[src/rtl/llc_way_select_pkg.sv]
// llc_way_select_pkg
//   Shared LLC constants and types for the way-select block: set geometry,
//   tag/state/way types, the INVALID coherence-state encoding and the
//   one-hot response-kind record.
//   No ports (package).

package llc_way_select_pkg;

  localparam int LLC_WAYS    = 16;
  localparam int LLC_WAY_W   = $clog2(LLC_WAYS);
  localparam int LLC_TAG_W   = 20;
  localparam int LLC_STATE_W = 3;

  typedef logic [LLC_WAY_W-1:0]   llc_way_t;
  typedef logic [LLC_TAG_W-1:0]   llc_tag_t;
  typedef logic [LLC_STATE_W-1:0] llc_state_t;

  localparam llc_state_t LLC_STATE_INVALID = '0;

  // Exactly one field is set while a response is presented.
  typedef struct packed {
    logic hit;
    logic empty;
    logic evict;
    logic fail;
  } llc_rsp_kind_t;

endpackage

[src/rtl/llc_way_select_prio_enc.sv]
// llc_way_prio_enc
//   Lowest-index priority encoder used to pick the first hit way and the
//   first INVALID way of a set.
//   Ports:
//     vec    in   N   one bit per way
//     found  out  1   any bit of vec set
//     idx    out  W   index of the lowest set bit (0 when none set)

module llc_way_prio_enc
  import llc_way_select_pkg::*;
#(
  parameter int N = LLC_WAYS,
  parameter int W = $clog2(N)
) (
  input  logic [N-1:0] vec,
  output logic         found,
  output logic [W-1:0] idx
);

  // Scan from the top down so the last assignment wins with the lowest index.
  always_comb begin
    found = |vec;
    idx   = '0;
    for (int i = N - 1; i >= 0; i--) begin
      if (vec[i]) idx = W'(i);
    end
  end

endmodule

[src/rtl/llc_way_select.sv]
// llc_way_select
//   Resolves a lookup tag against the per-set way buffers to a hit way, the
//   first empty way, or a round-robin victim that skips locked ways. While
//   scanning for a victim it pulses incr_evict_way_buf once per skipped way so
//   the external evict pointer lands on the chosen way.
//   Ports:
//     clk, rst                 clock, synchronous active-high reset
//     req_valid/ready/tag      lookup request (accepted only in IDLE)
//     tags_buf, states_buf     way i at [i*TAG_W +: TAG_W] / [i*STATE_W +: STATE_W]
//     lock_mask                1 = way not evictable, sampled live while scanning
//     evict_way_buf            current round-robin evict pointer
//     incr_evict_way_buf       one-cycle pulse: advance evict pointer by 1
//     rsp_valid/ready          result handshake, result held until accepted
//     rsp_hit/empty/evict/fail one-hot result kind
//     rsp_way                  selected way
//
// state | meaning
// ------+------------------------------------------------------------
// IDLE  | ready for a request; latch req_tag on handshake
// CMP   | compare tag against all ways; resolve hit or empty way
// SCAN  | walk the evict pointer one way per cycle past locked ways
// RSP   | present result until rsp_ready

module llc_way_select
  import llc_way_select_pkg::*;
#(
  parameter int WAYS    = LLC_WAYS,
  parameter int WAY_W   = $clog2(WAYS),
  parameter int TAG_W   = LLC_TAG_W,
  parameter int STATE_W = LLC_STATE_W
) (
  input  logic                  clk,
  input  logic                  rst,
  input  logic                  req_valid,
  output logic                  req_ready,
  input  logic [TAG_W-1:0]      req_tag,
  input  logic [WAYS*TAG_W-1:0] tags_buf,
  input  logic [WAYS*STATE_W-1:0] states_buf,
  input  logic [WAYS-1:0]       lock_mask,
  input  logic [WAY_W-1:0]      evict_way_buf,
  output logic                  incr_evict_way_buf,
  output logic                  rsp_valid,
  input  logic                  rsp_ready,
  output logic                  rsp_hit,
  output logic                  rsp_empty,
  output logic                  rsp_evict,
  output logic                  rsp_fail,
  output logic [WAY_W-1:0]      rsp_way
);

  typedef enum logic [1:0] {
    S_IDLE,
    S_CMP,
    S_SCAN,
    S_RSP
  } state_t;

  localparam logic [STATE_W-1:0] STATE_INV = STATE_W'(LLC_STATE_INVALID);
  localparam logic [WAY_W-1:0]   LAST_CNT  = WAY_W'(WAYS - 1);

  state_t             state_q, state_nxt;
  logic [TAG_W-1:0]   tag_q, tag_nxt;
  logic [WAY_W-1:0]   ptr_q, ptr_nxt;
  logic [WAY_W-1:0]   cnt_q, cnt_nxt;
  llc_rsp_kind_t      kind_q, kind_nxt;
  logic [WAY_W-1:0]   way_q, way_nxt;
  logic               incr_c;

  logic [WAYS-1:0]    hit_vec;
  logic [WAYS-1:0]    inv_vec;
  logic               hit_found, inv_found;
  logic [WAY_W-1:0]   hit_idx, inv_idx;

  always_comb begin
    hit_vec = '0;
    inv_vec = '0;
    for (int i = 0; i < WAYS; i++) begin
      inv_vec[i] = (states_buf[i*STATE_W +: STATE_W] == STATE_INV);
      hit_vec[i] = !inv_vec[i] && (tags_buf[i*TAG_W +: TAG_W] == tag_q);
    end
  end

  llc_way_prio_enc #(.N(WAYS), .W(WAY_W)) u_hit_enc (
    .vec   (hit_vec),
    .found (hit_found),
    .idx   (hit_idx)
  );

  llc_way_prio_enc #(.N(WAYS), .W(WAY_W)) u_inv_enc (
    .vec   (inv_vec),
    .found (inv_found),
    .idx   (inv_idx)
  );

  always_ff @(posedge clk) begin
    if (rst) begin
      state_q <= S_IDLE;
      tag_q   <= '0;
      ptr_q   <= '0;
      cnt_q   <= '0;
      kind_q  <= '0;
      way_q   <= '0;
    end else begin
      state_q <= state_nxt;
      tag_q   <= tag_nxt;
      ptr_q   <= ptr_nxt;
      cnt_q   <= cnt_nxt;
      kind_q  <= kind_nxt;
      way_q   <= way_nxt;
    end
  end

  always_comb begin
    state_nxt = state_q;
    tag_nxt   = tag_q;
    ptr_nxt   = ptr_q;
    cnt_nxt   = cnt_q;
    kind_nxt  = kind_q;
    way_nxt   = way_q;
    incr_c    = 1'b0;

    case (state_q)
      S_IDLE: begin
        if (req_valid) begin
          tag_nxt   = req_tag;
          state_nxt = S_CMP;
        end
      end

      S_CMP: begin
        if (hit_found) begin
          kind_nxt     = '0;
          kind_nxt.hit = 1'b1;
          way_nxt      = hit_idx;
          state_nxt    = S_RSP;
        end else if (inv_found) begin
          kind_nxt       = '0;
          kind_nxt.empty = 1'b1;
          way_nxt        = inv_idx;
          state_nxt      = S_RSP;
        end else begin
          ptr_nxt   = evict_way_buf;
          cnt_nxt   = '0;
          state_nxt = S_SCAN;
        end
      end

      S_SCAN: begin
        if (!lock_mask[ptr_q]) begin
          kind_nxt       = '0;
          kind_nxt.evict = 1'b1;
          way_nxt        = ptr_q;
          state_nxt      = S_RSP;
        end else begin
          // Each skipped way advances the external pointer, keeping it in
          // lockstep with ptr_q.
          incr_c  = 1'b1;
          ptr_nxt = ptr_q + 1'b1;
          cnt_nxt = cnt_q + 1'b1;
          if (cnt_q == LAST_CNT) begin
            // All ways locked: pointer has wrapped back to where it started.
            kind_nxt      = '0;
            kind_nxt.fail = 1'b1;
            way_nxt       = ptr_q + 1'b1;
            state_nxt     = S_RSP;
          end
        end
      end

      S_RSP: begin
        if (rsp_ready) begin
          kind_nxt  = '0;
          way_nxt   = '0;
          state_nxt = S_IDLE;
        end
      end

      default: state_nxt = S_IDLE;
    endcase
  end

  assign req_ready          = (state_q == S_IDLE);
  assign rsp_valid          = (state_q == S_RSP);
  // Masked by rst so an aborted scan cannot leak a pointer advance.
  assign incr_evict_way_buf = incr_c & ~rst;
  assign rsp_hit            = kind_q.hit;
  assign rsp_empty          = kind_q.empty;
  assign rsp_evict          = kind_q.evict;
  assign rsp_fail           = kind_q.fail;
  assign rsp_way            = way_q;

endmodule

[config.mk]
export PLATFORM = sky130hd
export DESIGN_NAME = llc_way_select
export DESIGN_NICKNAME = d
export VERILOG_FILES = /design/src/rtl/llc_way_select_pkg.sv /design/src/rtl/llc_way_select_prio_enc.sv /design/src/rtl/llc_way_select.sv
export SDC_FILE = /design/constraint.sdc
export NUM_CORES = 1
export LEC_CHECK = 0
export ABC_AREA = 1
export ABC_CLOCK_PERIOD_IN_PS = 3300
export BUFFER_PORTS_ARGS = -buffer_cell sky130_fd_sc_hd__buf_2
export CORE_AREA = 2 2 163 165
export DETAILED_ROUTE_END_ITERATION = 8
export DIE_AREA = 0 0 165 167
export PLACE_DENSITY = 0.5
export SYNTH_ARGS = -nofsm -noshare
export SYNTH_HDL_FRONTEND = slang
export SYNTH_HIERARCHICAL = 1
export SYNTH_SLANG_ARGS = --single-unit
export TNS_END_PERCENT = 5
[constraint.sdc]
create_clock -name clk -period 3.3 [get_ports clk]
set_input_delay 0.165 -clock clk [delete_from_list [all_inputs] [get_ports clk]]
set_output_delay 0.165 -clock clk [all_outputs]
set_load 0.02 [all_outputs]
======== Yosys cells after proc, flatten, opt, wreduce, memory -nomap -nowiden ========
Index checks and enable logic that the tools add are counted.
Widths: inputs -> output; s select.
word-level totals
  bits of input ports ..................... 412
  word-level logic and storage cells ...... 160
  output and inout port bits .............. 11
  bits in registers ....................... 38
operators by class
  bitwise gates (word level) .............. 2
  add/sub/neg operators ................... 2
  reductions and logical operators ........ 57
  eq/ne operators ......................... 27
  order comparisons ....................... 1
  mux-type cells .......................... 62
operator list
  operator             count
  $eq 20x20->1         16
  $mux 4               47
  $logic_not 3->1      16
  $reduce_or 16->1     2
  $pmux 4 s3           2
  $logic_and 1x1->1    16
  $logic_not 1->1      16
  $pmux 4 s2           2
  $add 4x1->4 const B  2
  $mux 2               4
  $ne 2x2->1 const B   4
  $pmux 2 s4           1
  $reduce_and 4->1     2
  $ne 3x3->1 const B   2
  $lt 4x5->1 const B   1
  $mux 1               5
  $bmux 1 s4           1
  $eq 2x2->1 const B   2
  $eq 4x4->1 const B   1
  $reduce_and 3->1     1
  $reduce_bool 3->1    1
  $eq 2x1->1 const B   1
  $logic_not 2->1      1
  $ne 2x1->1 const B   1
  4 further kinds      4

======== Logic depth before layout (Yosys ltp) ========
  depth in word-level cells ............... 21
  mapped depth ............................ 28
  depth with buffers taken out ............ 26

======== Cells and area by module ========
Netlist, hierarchy kept.
by module, submodules not included
  module            area each (µm²)  sequential area each (µm²)  times used  cells an instance
  llc_way_select    5864.4           760.7                       1           883
  llc_way_prio_enc  209.0            0.0                         2           49

======== Worst setup path before layout ========
No wires, ideal clock.
  path type ............................... flip-flop to flip-flop
  start point ............................. register tag_q[12]
  end point ............................... register way_q[0] (netlist: rsp_way[0])
  arrival time ............................ 2702 ps
  setup slack ............................. 485 ps
  buffers on the path ..................... 3
  stages on the path, launching flop included .. 16
  library setup time ...................... 113 ps
  clock period less this slack ............ 2815 ps
  data required time ...................... 3187 ps
  path through ............................ dfxtp_1 clkbuf_1 buf_2 xnor2_1 nand4_1 nor2_1 or2_1 nor4_1 nand2_1 o21ai_0 o21ai_0 nand3_4 buf_6 nand2_1 nand2_1 nor2_1
on the way
  elaborated cells on any way between the ends .. 53
  classes of those cells .................. eq/ne: 17; mux: 18; reduce/logical: 18
RTL lines
  item                                                      line                           RTL
  start: declaration                                        llc_way_select.sv:62           logic [TAG_W-1:0] tag_q, tag_nxt;
  start signal: assignment                                  llc_way_select.sv:105          tag_q <= tag_nxt;
  $eq 20x20->1 *                                            llc_way_select.sv:79           hit_vec[i] = !inv_vec[i] && (tags_buf[i*TAG_W +: TAG_W] == tag_q);
  $logic_and 1x1->1 *                                       llc_way_select.sv:79
  via hit_vec[14]                                           llc_way_select.sv:69           logic [WAYS-1:0] hit_vec;
  $reduce_or 16->1 *                                        llc_way_select_prio_enc.sv:22  found = |vec;
  via hit_found                                             llc_way_select.sv:71           logic hit_found, inv_found;
  $ne 3x3->1 (no line) or $mux 4 (tied branches)            n/a
  $reduce_and 4->1 (no line) or $pmux 4 s3 (tied branches)  n/a
  end signal: assignment                                    llc_way_select.sv:109          way_q <= way_nxt;
  end: declaration                                          llc_way_select.sv:66           logic [WAY_W-1:0] way_q, way_nxt;
The timed path passes the listed nets; every way through them passes the cells marked *.
A chain may end at the register's enable or synchronous reset.

======== Worst setup path in the final report ========
  start point ............................. register tag_q[8]
  end point ............................... register cnt_q[0]
on the way
  word-level cells in the longest chain between the ends .. 5
  elaborated cells on any way between the ends .. 35
  classes of those cells .................. eq/ne: 17; reduce/logical: 18
ends and longest elaborated chain
  item                        line                           RTL
  $eq 20x20->1                llc_way_select.sv:79
  $logic_and 1x1->1           llc_way_select.sv:79
  via hit_vec[8]              llc_way_select.sv:69
  $reduce_or 16->1            llc_way_select_prio_enc.sv:22
  via hit_found               llc_way_select.sv:71
  $ne 2x2->1 (no line)        n/a
  $reduce_and 4->1 (no line)  n/a
  end signal: assignment      llc_way_select.sv:107          cnt_q <= cnt_nxt;
  end: declaration            llc_way_select.sv:64           logic [WAY_W-1:0] cnt_q, cnt_nxt;
The timed path passes the listed nets, and every way through them passes these cells.

==> impl_metrics.toml <==
[status]
status = "completed"

[synth]
yosys.area.top_type_share = 0.162
syn_area_mm2 = 0.00628
yosys_most_used_dff = "dfxtp_1"
synthTopCellsByArea = "xor2_1 (16%), dfxtp_1 (12%), xnor2_1 (11%)"
synthCells = 981
yosysMostFrequentCell = "nand2_1"
synth_common_cells = "nand2_1 (146), xor2_1 (116), inv_1 (93)"
async_flop_share = 0
synth_area_per_cell_um2 = 6.40
yosysWarnings = 6
yosysTopAreaCell = "xor2_1"
ys_seq_area_frac = 0.121
synth_edf_count = 0
synth_cell_types = 37
synth_seq_cells = 38
synth_nets = 1399

[sta]
hold_violations = 0
finalCritPeriodShare = 0.905
finalMaxSlewViolations = 0
setup_viol = 0
setup_slack_ns = 0.313
rsz0062_at_grt = "no"
skew_ns = 0.00664
worst_slew_pin_slew_ns = 0.743
finalCriticalPeriod_ns = 2.99
slew_headroom = 0.500
fmax_mhz = 335

[drt]
first_pass_iters = 5
drc = 0
ant_nets = 0
wirelength_mm = 36.1
wl_per_cell_um = 20.4
drt-initial-drc-count = 520
viasPerCell = 4.87
vias = 8593

[clock_network]
clk_latency_ns = 0.29
htree_levels = 2
cts_max_path_buffers = 2
clk_pin_slew_worst_paths_ns = 0.07
hold_buffers = 0
cts_buffers = 5
clock_sinks = 38
cts_tree = "done"
clockRootBuffer = "clkbuf_16"

[placed_design]
io_buffers = 422
place.gp.congestion = 0.952
dp_slack_ns = -0.104
dpl.hpwl_mm = 31.1

[setup_path]
critPathMostFrequentCell = "nand2_1"
cpPeakStageDelay_ns = 0.37
cp-end-kind = "register"
slowest_stage = "dfxtp_1"
cp_top_family = "simple AND/OR/NAND/NOR gates"
cp.required_ns = 3.53
critPathBufInv = 3
start_kind = "register"
cp.arrival_ns = 3.21
worstPathMaxFanout = 9
r2r_slack_ns = 0.31
crit_type = "reg -> reg"
cp_cell_sequence = "clkinvlp_4, buf_4, o22ai_1, a221oi_1, nand2_1, nor2_1, nand2_1, nor2_1, inv_2, nand4_1, nor4_4, nand2_1, o21ai_2, o21a_1, nand2_1, or2_2, a21oi_2"

[global_route]
grt_pass1_vias = 8195
grt_start_max_net_pins = 24
grt_pass1_wl_mm = 50.4
gr-usage-all-layers = 0.250
overflow = 0
antenna_found_initial = 12

[floorplanning]
die_w_um = 165
dieArea_mm2 = 0.0276
row_count = 59
start_util = 0.244
core_mm2 = 0.0258
ios = 423
die_h_um = 167

[power_and_ir_drop]
swShare = 0.505
p_int_mw = 2.36
clockPowerShare = 0.109
powerDensity_mw_per_mm2 = 507
power.switching_mw = 2.40
comb_power_share = 0.733
ir_drop_mv = 0.264
p_seq_frac = 0.158
p_total_mw = 4.76
leakagePower_nw = 4.67

[min_path]
min_path_type = "in -> reg"

[final_layout]
nFillCells = 2900
nets = 1837
drive_gt1_frac = 0.375
area_growth_pct = 49.2

[run]
maxCapViolations = 0
## registers in the layout (all words and copies together), names as in the netlist
name and flops:
tag_q 20, cnt_q 4, ptr_q 4, rsp_way 4, state_q 2, rsp_empty 1, rsp_evict 1, rsp_fail 1
rsp_hit 1
## metrics by stage
stage                     TNS, ns  cell area [um^2]  hold WS [ns]  cells   util
final                           0              9380         0.105   1765  0.364
after global routing            0              9380         0.123   1765  0.364
after CTS                       0              9320        0.0973   1755  0.362
after detailed placement   -0.373              9160         0.406   1747  0.356
after global placement     -0.127              9160         0.405   1747  0.356
after floorplan                 0              6280         0.234    981      -
## per-layer routing
layer	vias up	routed length [um]	track usage
li1	4235	-	-
met1	3923	15200	0.321
met2	379	17100	0.419
met3	52	2590	0.0431
met4	4	1090	0.0877
met5	-	21	0
## path summary, 6_finish.rpt
| kind | start | to | cells past startpoint |
|---|---|---|---|
| setup / recovery | tag_q[8] | cnt_q[0] | 17 |
| hold reg to reg | cnt_q[2] | cnt_q[2] | 2 |
| setup reg to reg | tag_q[8] | cnt_q[0] | 17 |
| hold / removal | rst | ptr_q[1] | 2 |
## kinds of logic after synthesis
family	share of synthesized area
DFF	0.121
AOI/OAI and AO/OA	0.190
xor gates and xnor gates	0.273
buffers and inverters	0.114
and+or+nand+nor	0.290
adders and majority gates	0.0119
## layout make-up
| type | instances | area (um^2) | share of cell area |
|---|---|---|---|
| multi-input combinational | 776 | 4840 | 0.516 |
| timing repair buffer | 489 | 2770 | 0.295 |
| inverter | 109 | 417 | 0.0444 |
| clock buffer | 6 | 139 | 0.0148 |
| tap | 335 | 419 | 0.0447 |
| sequential | 38 | 761 | 0.0811 |
| antenna | 10 | 25.0 | 0.00267 |
| clock inverter | 2 | 12.5 | 0.00133 |
## what timing repair did
action	in CTS	in global routing
endpoints found under the hold margin	0	0
resized for setup	1	7
setup endpoints to repair	14	16
setup buffers	0	0
## placed cells by master, fill, tap and decap left out, types with 40 or more instances in the layout
cell / synthesis / routed
nand3_1: 40 / 40
inv_1: 93 / 93
a221oi_1: 41 / 41
buf_4: 5 / 55
nand4_1: 45 / 45
xor2_1: 116 / 116
buf_2: 28 / 422
o21ai_0: 47 / 46
nor2_1: 91 / 91
nand2_1: 146 / 146
xnor2_1: 80 / 80
## power by group through the flow
stage               clock [mW]  combinational [mW]  sequential (mW)
floorplan                    0                2.19            0.747
global placement             0                3.45            0.758
detailed placement           0                3.46            0.758
CTS                      0.536                3.48            0.750
global route             0.550                3.82            0.775
finish                   0.521                3.49            0.752
Note: power is estimated with default switching activity, not from simulation.
